===== src/rtl/fetch_sequencer.sv =====
`default_nettype none
// ============================================================================
// Module      : fetch_sequencer
// Description : Multi-cycle instruction-fetch controller. Owns the fetch PC,
//               issues word requests to instruction memory (req/valid) and
//               hands each fetched word to decode (valid/ready). Applies
//               branch redirects and stops fetching permanently after a HLT
//               (opcode 4'hF) has been accepted by decode, until reset.
//
// Ports       : clk          system clock, rising edge
//               rst_n        asynchronous active-low reset
//               imem_req     fetch request to instruction memory
//               imem_addr    fetch address (wired from pc_current)
//               imem_valid   memory returns imem_data this cycle
//               imem_data    instruction word from memory
//               instr_out    registered instruction to decode
//               instr_pc     address of instr_out
//               instr_valid  instr_out / instr_pc valid
//               id_ready     decode accepts when instr_valid & id_ready
//               redirect     PC override this cycle
//               redirect_pc  redirect target (bit 0 forced to 0)
//               pc_current   current fetch PC
//               halted       HLT fetched and accepted; sticky until reset
//
// Revision    : 1.0  initial release
// ============================================================================
module fetch_sequencer (
    input  logic        clk,
    input  logic        rst_n,
    output logic        imem_req,
    output logic [15:0] imem_addr,
    input  logic        imem_valid,
    input  logic [15:0] imem_data,
    output logic [15:0] instr_out,
    output logic [15:0] instr_pc,
    output logic        instr_valid,
    input  logic        id_ready,
    input  logic        redirect,
    input  logic [15:0] redirect_pc,
    output logic [15:0] pc_current,
    output logic        halted
);

    typedef enum logic [1:0] {
        ST_IDLE = 2'd0,
        ST_REQ  = 2'd1,
        ST_HOLD = 2'd2,
        ST_HALT = 2'd3
    } state_t;

    localparam logic [3:0]  C_HLT_OPCODE = 4'hF;
    localparam logic [15:0] C_PC_STEP    = 16'd2;

    state_t      r_state;
    logic [15:0] r_pc;
    logic        r_drop;
    logic [15:0] r_pending;
    logic [15:0] r_instr;
    logic [15:0] r_instr_pc;
    logic        r_instr_valid;
    logic        r_halted;

    state_t      w_state_nxt;
    logic [15:0] w_pc_nxt;
    logic        w_drop_nxt;
    logic [15:0] w_pending_nxt;
    logic [15:0] w_instr_nxt;
    logic [15:0] w_instr_pc_nxt;
    logic        w_instr_valid_nxt;
    logic        w_halted_nxt;

    // Instruction addresses are halfword aligned: the target LSB is dropped.
    logic [15:0] w_redirect_tgt;
    logic [15:0] w_pc_inc;
    logic        w_unused;

    assign w_redirect_tgt = {redirect_pc[15:1], 1'b0};
    assign w_pc_inc       = r_pc + C_PC_STEP;   // carry discarded: 0xFFFE -> 0x0000
    assign w_unused       = redirect_pc[0];

    always_ff @(posedge clk or negedge rst_n) begin
        if (!rst_n) begin
            r_state       <= ST_IDLE;
            r_pc          <= 16'h0000;
            r_drop        <= 1'b0;
            r_pending     <= 16'h0000;
            r_instr       <= 16'h0000;
            r_instr_pc    <= 16'h0000;
            r_instr_valid <= 1'b0;
            r_halted      <= 1'b0;
        end else begin
            r_state       <= w_state_nxt;
            r_pc          <= w_pc_nxt;
            r_drop        <= w_drop_nxt;
            r_pending     <= w_pending_nxt;
            r_instr       <= w_instr_nxt;
            r_instr_pc    <= w_instr_pc_nxt;
            r_instr_valid <= w_instr_valid_nxt;
            r_halted      <= w_halted_nxt;
        end
    end

    always_comb begin
        w_state_nxt       = r_state;
        w_pc_nxt          = r_pc;
        w_drop_nxt        = r_drop;
        w_pending_nxt     = r_pending;
        w_instr_nxt       = r_instr;
        w_instr_pc_nxt    = r_instr_pc;
        w_instr_valid_nxt = r_instr_valid;
        w_halted_nxt      = r_halted;

        case (r_state)
            ST_IDLE: begin
                w_state_nxt = ST_REQ;
                if (redirect) begin
                    w_pc_nxt = w_redirect_tgt;
                end
            end

            ST_REQ: begin
                if (imem_valid) begin
                    if (redirect || r_drop) begin
                        // Response belongs to a stale address: throw it away
                        // and restart at the newest known target.
                        w_pc_nxt   = redirect ? w_redirect_tgt : r_pending;
                        w_drop_nxt = 1'b0;
                    end else begin
                        w_instr_nxt       = imem_data;
                        w_instr_pc_nxt    = r_pc;
                        w_instr_valid_nxt = 1'b1;
                        w_state_nxt       = ST_HOLD;
                        if (imem_data[15:12] != C_HLT_OPCODE) begin
                            w_pc_nxt = w_pc_inc;
                        end
                    end
                end else if (redirect) begin
                    // The address must stay stable while the memory is busy,
                    // so the target is parked until the response arrives.
                    w_drop_nxt    = 1'b1;
                    w_pending_nxt = w_redirect_tgt;
                end
            end

            ST_HOLD: begin
                if (redirect) begin
                    w_instr_valid_nxt = 1'b0;
                    w_pc_nxt          = w_redirect_tgt;
                    w_state_nxt       = ST_REQ;
                end else if (id_ready) begin
                    w_instr_valid_nxt = 1'b0;
                    if (r_instr[15:12] == C_HLT_OPCODE) begin
                        w_state_nxt  = ST_HALT;
                        w_halted_nxt = 1'b1;
                    end else begin
                        w_state_nxt = ST_REQ;
                    end
                end
            end

            ST_HALT: begin
                w_state_nxt = ST_HALT;
            end

            default: begin
                w_state_nxt = ST_IDLE;
            end
        endcase
    end

    assign imem_req    = (r_state == ST_REQ);
    assign imem_addr   = r_pc;
    assign pc_current  = r_pc;
    assign instr_out   = r_instr;
    assign instr_pc    = r_instr_pc;
    assign instr_valid = r_instr_valid;
    assign halted      = r_halted;

endmodule
`default_nettype wire

===== config.mk =====
export PLATFORM = sky130hd
export DESIGN_NAME = fetch_sequencer
export DESIGN_NICKNAME = d
export VERILOG_FILES = /design/src/rtl/fetch_sequencer.sv
export SDC_FILE = /design/constraint.sdc
export NUM_CORES = 1
export LEC_CHECK = 0
export ABC_CLOCK_PERIOD_IN_PS = 2050
export BUFFER_PORTS_ARGS = -buffer_cell sky130_fd_sc_hd__buf_2
export CORE_ASPECT_RATIO = 0.9
export CORE_MARGIN = 10
export CORE_UTILIZATION = 38
export DETAILED_ROUTE_END_ITERATION = 8
export MAX_ROUTING_LAYER = met4
export PLACE_DENSITY = 0.61
export SYNTH_ARGS = -nofsm -noshare
export SYNTH_HDL_FRONTEND = slang
export SYNTH_SLANG_ARGS = --single-unit

===== constraint.sdc =====
create_clock -name clk -period 2.05 [get_ports clk]
set_input_delay 0.1025 -clock clk [delete_from_list [all_inputs] [get_ports clk]]
set_output_delay 0.1025 -clock clk [all_outputs]
set_load 0.01 [all_outputs]

Word-level counts from Yosys, hierarchy flattened
Cells that the tools add are included.

Register bits: 69. Bits of input ports: 37.

Eq/ne operators: 11. Bitwise logic cells: 3. Reductions and logical operators: 13. Muxes and demuxes: 20. Add/subtract/negate cells: 1.

Operators with widths (count): 2-to-1 mux 16 bit (5); case mux 16 bit (2 select lines) (1); adder 16 x 2 -> 16 bit (second input constant) (1); AND reduction 4 bit (3); 2-to-1 mux 2 bit (5); AND reduction 3 bit (3); case mux 2 bit (4 select lines) (1); 2-to-1 mux 1 bit (7); inequality test 2 x 1 -> 1 bit (second input constant) (3); nonzero test 2 bit (3); == test 2 bit (second input constant) (2); == test 4 bit (second input constant) (1); inequality test 4 bit (second input constant) (1); inequality test 3 x 1 -> 1 bit (second input constant) (1); inequality test 3 bit (second input constant) (1); NOT 1 bit (3); == test 2 x 1 -> 1 bit (second input constant) (1); logical NOT 2 bit (1); inequality test 2 bit (second input constant) (1); case mux 1 bit (2 select lines) (1); AND reduction 2 bit (1); OR reduction 2 bit (1); logical OR 1 bit (1).

Longest topological paths before layout
Gate-level depths: netlist of run 1.

Depth in word-level cells: 5. Depth in mapped cells: 6. Gate-level depth less buffers: 5.

Least setup slack after synthesis of run 1
No wires, ideal clock.

Path kind: register -> register. Start point: register r_pc[1], in the netlist imem_addr[1]. End point: register r_pc[15], in the netlist imem_addr[15]. Arrival: 1.602 ns. Stages on the path, launching flop included: 6. Slack: 0.322 ns. Path buffers: 0. Path through: dfrtp_1 ha_1 nand4_1 nor4_1 a31oi_1 o32a_1.

Word-level cells in the longest chain between the ends: 5.

RTL lines: from (decl) (line 55) `logic [15:0] r_pc;`; from (signal assigned) (line 93) `r_pc <= w_pc_nxt;`; adder 16 x 2 -> 16 bit (line 78) `assign w_pc_inc = r_pc + C_PC_STEP;`; 2-to-1 mux 16 bit (line 133) `if (imem_data[15:12] != C_HLT_OPCODE) begin`; 2-to-1 mux 16 bit (line 123) `if (redirect || r_drop) begin`; 2-to-1 mux 16 bit (line 122) `if (imem_valid) begin`; case mux 16 bit (2 select lines) (line 113) `case (r_state)`.

Every way passes these cells. The select of a mux whose other input is x is not followed. A chain may end at the register's enable or synchronous reset.

Worst setup path after layout of run 1
Same ends and word-level chain as after synthesis.

==> metrics, run 1 <==
flops & latches, synth=around 70; Die ar.=roughly 13000 sq um; Fillers=slightly above 800; worst hold path depth=2; # DRC=0; GRT overflow=0; CTS Buf Count=9; top-area cell type share of the netlist area=around half; most common cell after layout, fill and taps aside=buf_2; RSZ-0062 raised after global routing=no; Slew headroom=between 60% and 70%; Crit path arrival time=roughly 2100 ps; R2R Setup Slk=between 200 and 250 ps; worst-path maximum fanout=4; Yosys cell types=52; DRT iter0 DRCs=~110; Peak VDD IR=approximately 510 uV; nets=473; status=complete, no violations; first-pass GRT wire length=roughly 15 mm; die span in y=approximately 110 microns; PortBufs=~100; most frequent cells in the layout=buf_2, dfrtp_1, mux2_2; syn avg cell area=about 11 sq um; H-tree lvl count=3; net count after synthesis=~350; Fmax=~0.55 GHz; core area=between 8000 and 9000 sq um; largest net degree at the start of global routing=40; HPWL Detailed=just under 7 mm; Final setup viols=0; Critical Path RT=roughly 2300 ps; Pre-antenna DRT Iters=4; Ys Warns=0; Hold Vio Cnt, Final=0; largest cells by area after synthesis=dfrtp_1, mux2_2, buf_4, a21oi_1, o21ai_0; post-CTS setup buffers=0; hold_sp=id_ready; wire per inst=16.7 microns; Hold EP=halted$_DFFE_PN0P_; r2r worst-path depth=5; clock buffer depth=2; P_leak=about 2.1 nW; max-capacitance violation count=0; layout cells sized above 1=between 40 and 50%; initial antenna violation count=1; period utilization=about nine tenths; hold slack=14.8 ps; Worst Skew=about 7.4 ps; root buf cell=clkbuf_8; Synth Cell Area=about 3400 sq um; Post-Syn Instances=a little over 300; WS Path Type=register to register; Worst-Skew Late Latency=350 ps; Post-synth EDFFs=0; CTS sink cnt=69; reg2reg end=imem_addr[15]$_DFFE_PN0P_; initial core utilization=between 30% and 40%; num rows=32; Slew @ Worst Pin=500 ps; GP Congestion=0.902; Tightest Hold Check Type=input pin to register; num ports=around 100; CP Launch Type=register; Slew Limit Fails=0; dominant synthesized flop cell=dfrtp_1; number of vias per cell=just over 5; power density cells=around 1400 nW/um^2; Worst Setup End Kind=register; sequential area share after synthesis=between 50% and 60%; routed wire length=about 9.4 mm; crit path time final=1810 ps; Die X=~120 microns; Clock transition at path regs=around 80 ps; GR Util All Layers=between 10% and 20%; number of global-route vias before repair=2879; ANT nets after route=0; P&R area growth vs syn=32.6%; TNS Setup=0 ps; FF-to-FF Start=imem_addr[1]$_DFFE_PN0P_; CTS tree=yes; vias=2873; Post-synth ARST share=between 90% and 100%; cell taking the most area after synthesis=dfrtp_1
-- stage by stage --
| step | util, % | total power, W | cell area, sq um | setup slack (ps) | instances |
|---|---|---|---|---|---|
| global placement | 46.7 | 0.00502 | 4050 | 302 | 515 |
| detailed placement | 46.7 | 0.00507 | 4050 | 287 | 515 |
| finish | 52.4 | 0.00626 | 4550 | 240 | 560 |
| CTS | 52.3 | 0.00635 | 4550 | 273 | 559 |
| floorplan | - | 0.00407 | 3430 | 322 | 308 |
| global route | 52.4 | 0.00671 | 4550 | 108 | 560 |
-- final cells by class --
type	instances	area (sq um)	share of cell area, %
clock inverters	7	90.1	1.98
flip-flops and latches	69	1730	37.9
well taps	119	149	3.27
repair buffers	148	953	21.0
inverters	7	26.3	0.577
diodes	1	2.50	0.0550
multi-input cells	200	1480	32.5
clock buffers	9	124	2.72
-- what timing repair did --
| action | 4_1_cts | 5_1_grt |
|---|---|---|
| resized for setup | 0 | 0 |
| hold buffers | 28 | 0 |
| endpoints found under the hold margin | 57 | 0 |
-- how the worst max path moves through the flow --
stage	start	end	slack, ps
after global placement	imem_addr[1]$_DFFE_PN0P_	imem_addr[15]$_DFFE_PN0P_	300
after floorplan	imem_addr[1]$_DFFE_PN0P_	imem_addr[15]$_DFFE_PN0P_	320
after detailed placement	imem_addr[2]$_DFFE_PN0P_	imem_addr[15]$_DFFE_PN0P_	290
after CTS	imem_addr[2]$_DFFE_PN0P_	imem_addr[15]$_DFFE_PN0P_	270
final	imem_addr[1]$_DFFE_PN0P_	imem_addr[15]$_DFFE_PN0P_	240
after global routing	imem_addr[2]$_DFFE_PN0P_	imem_addr[15]$_DFFE_PN0P_	110
-- cell usage after synthesis, types with 5 or more instances --
master / instances
a21oi_1: 22
buf_2: 10
buf_4: 16
dfrtp_1: 69
inv_1: 5
mux2_2: 41
nand2_1: 12
nand2b_1: 5
nand3_1: 5
nand4_1: 8
nor2_1: 17
nor2b_1: 6
o21ai_0: 16
-- critical path: stages, from the launching register on --
cell,delay [ps]
dfrtp_1,350
ha_1,240
nand4_1,190
nor4_1,450
a31oi_1,140
o32a_1,340
-- kinds of logic after synthesis --
group                      after synthesis  synth area share (%)
buffers and inverters                   39                  6.60
xor gates and xnor gates                 3                 0.766
DFF                                     69                  50.3
AOI/OAI and AO/OA                       74                  14.2
and+or+nand+nor                         76                  12.7
muxes                                   46                  15.0
adders and majority gates                1                 0.365
-- state kept, by name, summed over array words and instances, names as in the netlist --
name         cells
r_state          2
halted           1
imem_addr       16
instr_pc        16
instr_out       16
instr_valid      1
r_pending       16
r_drop           1
-- metal layers --
metal  vias up  global-route usage, %  part of all wire [%]
met3        17                   5.39                   8.4
li1       1379                      -                     -
met4         0                   5.68                   2.3
met5         -                      -                     0
met2       116                   22.3                    46
met1      1361                   16.9                    43
-- power breakdown --
part	total, W	internal, W	switching [W]
combinational	0.00269	0.00128	0.00141
clock	0.00121	0.000677	0.000531
sequential	0.00236	0.00198	0.000385
Note: power is estimated with default switching activity, not from simulation.
==> inputs of run 2 (changes only) <==
RECOVER_POWER = 50   (was not set)
==> run 2 against run 1 <==
  * Register-to-register slack barely moved
  * Clock-buffer cell count unchanged
  * Sequential share of layout area is 0.36 points higher
  * Setup slack better by 6.3 ps
  * Critical endpoint unchanged
==> metrics, run 2 (synthesized netlist as in run 1, its figures left out) <==
CP Launch Type=register; # DRC=0 (unchanged); GR Util All Layers=14.5% (unchanged); crit path time final=1800 ps (-6.32 ps); max-capacitance violation count=0 (unchanged); HPWL Detailed=6.74 mm (unchanged); vias=2861 (-0.42%); met1 wire length=4.00 mm (-0.47%); Critical Path RT=2290 ps (about the same); initial antenna violation count=1 (unchanged); GP Congestion=0.902 (unchanged); post-CTS setup buffers=0 (unchanged); largest net degree at the start of global routing=40 (unchanged); Pre-antenna DRT Iters=5 (+1); Crit path arrival time=2040 ps (about the same); number of vias per cell=5.11 (-0.42%); Die X=120 microns (unchanged); Fillers=827 (+1.5%); period utilization=88.0% (-0.31 points); Final setup viols=0 (unchanged); P_leak=2.01 nW (-4.8%); wire per inst=16.7 microns (-0.48%); RSZ-0062 raised after global routing=no; num ports=104 (unchanged); Worst Skew=3.61 ps (-3.77 ps); num rows=32 (unchanged); most frequent cells in the layout=dfrtp_1, buf_2, mux2_2; max layer used=met4; routed wire length=9.33 mm (-0.48%); CTS sink cnt=69 (unchanged); PortBufs=102 (unchanged); status=complete, no violations; Worst Setup End Kind=register; GRT overflow=0 (unchanged); WS Path Type=register to register; cells resized by post-CTS repair=0 (unchanged); DRT iter0 DRCs=111 (unchanged); Worst-Skew Late Latency=350 ps (about the same); initial core utilization=39.5% (unchanged); Slew @ Worst Pin=762 ps (+262 ps); clock buffer depth=2 (unchanged); nets=473 (unchanged); CTS Buf Count=9 (unchanged); power density cells=1370 nW/um^2 (-0.19%); first-pass GRT wire length=14.8 mm (unchanged); core area=8690 sq um (unchanged); metal2 WL=4.33 mm (-0.60%); Peak VDD IR=501 uV (-2.3%); number of global-route vias before repair=2879 (unchanged); TNS Setup=0 ps (unchanged); Die ar.=13200 sq um (unchanged); die span in y=110 microns (unchanged); Tightest Hold Check Type=input pin to register; Post-CTS Hold Buffers=28 (unchanged); P&R area growth vs syn=31.4%; WL met3=770 microns (-2.8%); worst-path maximum fanout=4 (unchanged); layout cells sized above 1=34.3% (-7.3 points); H-tree lvl count=3 (unchanged); Fmax=0.555 GHz (+0.35%); root buf cell=clkbuf_8; Slew headroom=49.2% (-17 points); Slew Limit Fails=0 (unchanged); ANT nets after route=0 (unchanged); final core occ=51.9% (-0.49 points); Clock transition at path regs=80 ps (about the same); CTS tree=yes; Hold Vio Cnt, Final=0 (unchanged)
==> run 2: cell types whose count changed in the layout (fill, tap and decap cells not counted), sizes merged <==
cell | previous run | this run
buf | 120 | 87
clkbuf | 9 | 42
==> run 2: power breakdown <==
part           switching, W  internal [W]  leakage, nW
clock network      0.000528      0.000677        0.105
registers          0.000393       0.00198        0.830
logic               0.00141       0.00120         1.08
total               0.00233       0.00386         2.01
==> run 2: final timing paths <==
check                                          start                   endpoint  slack, ps  depth (start not counted)
max in group asynchronous                      rst_n  r_pending[11]$_DFFE_PN0P_       1020                          3
max reg2reg                 imem_addr[2]$_DFFE_PN0P_  imem_addr[15]$_DFFE_PN0P_        250                          5
min in group asynchronous                      rst_n    instr_pc[6]$_DFFE_PN0P_        360                          2
min reg2reg                r_pending[11]$_DFFE_PN0P_  r_pending[11]$_DFFE_PN0P_        480                          1
max                         imem_addr[2]$_DFFE_PN0P_  imem_addr[15]$_DFFE_PN0P_        250                          5
min                                         id_ready         halted$_DFFE_PN0P_         20                          2
==> run 2: final cells by class <==
class                   count  area, sq um  area share, %
flip-flops and latches     69         1730           38.3
multi-input cells         200         1480           32.8
repair buffers            148          911           20.2
well taps                 119          149           3.30
clock buffers               9          124           2.75
clock inverters             7         90.1           2.00
inverters                   7         26.3          0.583
diodes                      1         2.50         0.0555
==> run 2: worst max-delay path: stages, from the launching register on <==
cell and delay [ps]:
dfrtp_1 350, ha_1 240, nand4_1 190, nor4_1 430
a31oi_1 140, o32a_1 340
==> run 2: through the flow <==
stage,total power (W),hold slack (ps),instances,worst slack (ps),area (sq um)
3_3_place_gp,0.00502,62.0,515,302,4050
3_5_place_dp,0.00507,61.1,515,287,4050
2_1_floorplan,0.00407,-193,308,322,3430
6_report,0.00619,20.5,560,247,4510
4_1_cts,0.00635,1.32,559,273,4550
5_1_grt,0.00664,19.7,560,108,4510
==> run 2: metal layers <==
metal | vias up | track usage [%]
met3 | 23 | 5.39
met4 | 0 | 5.68
li1 | 1381 | -
met5 | - | -
met1 | 1355 | 16.9
met2 | 102 | 22.3
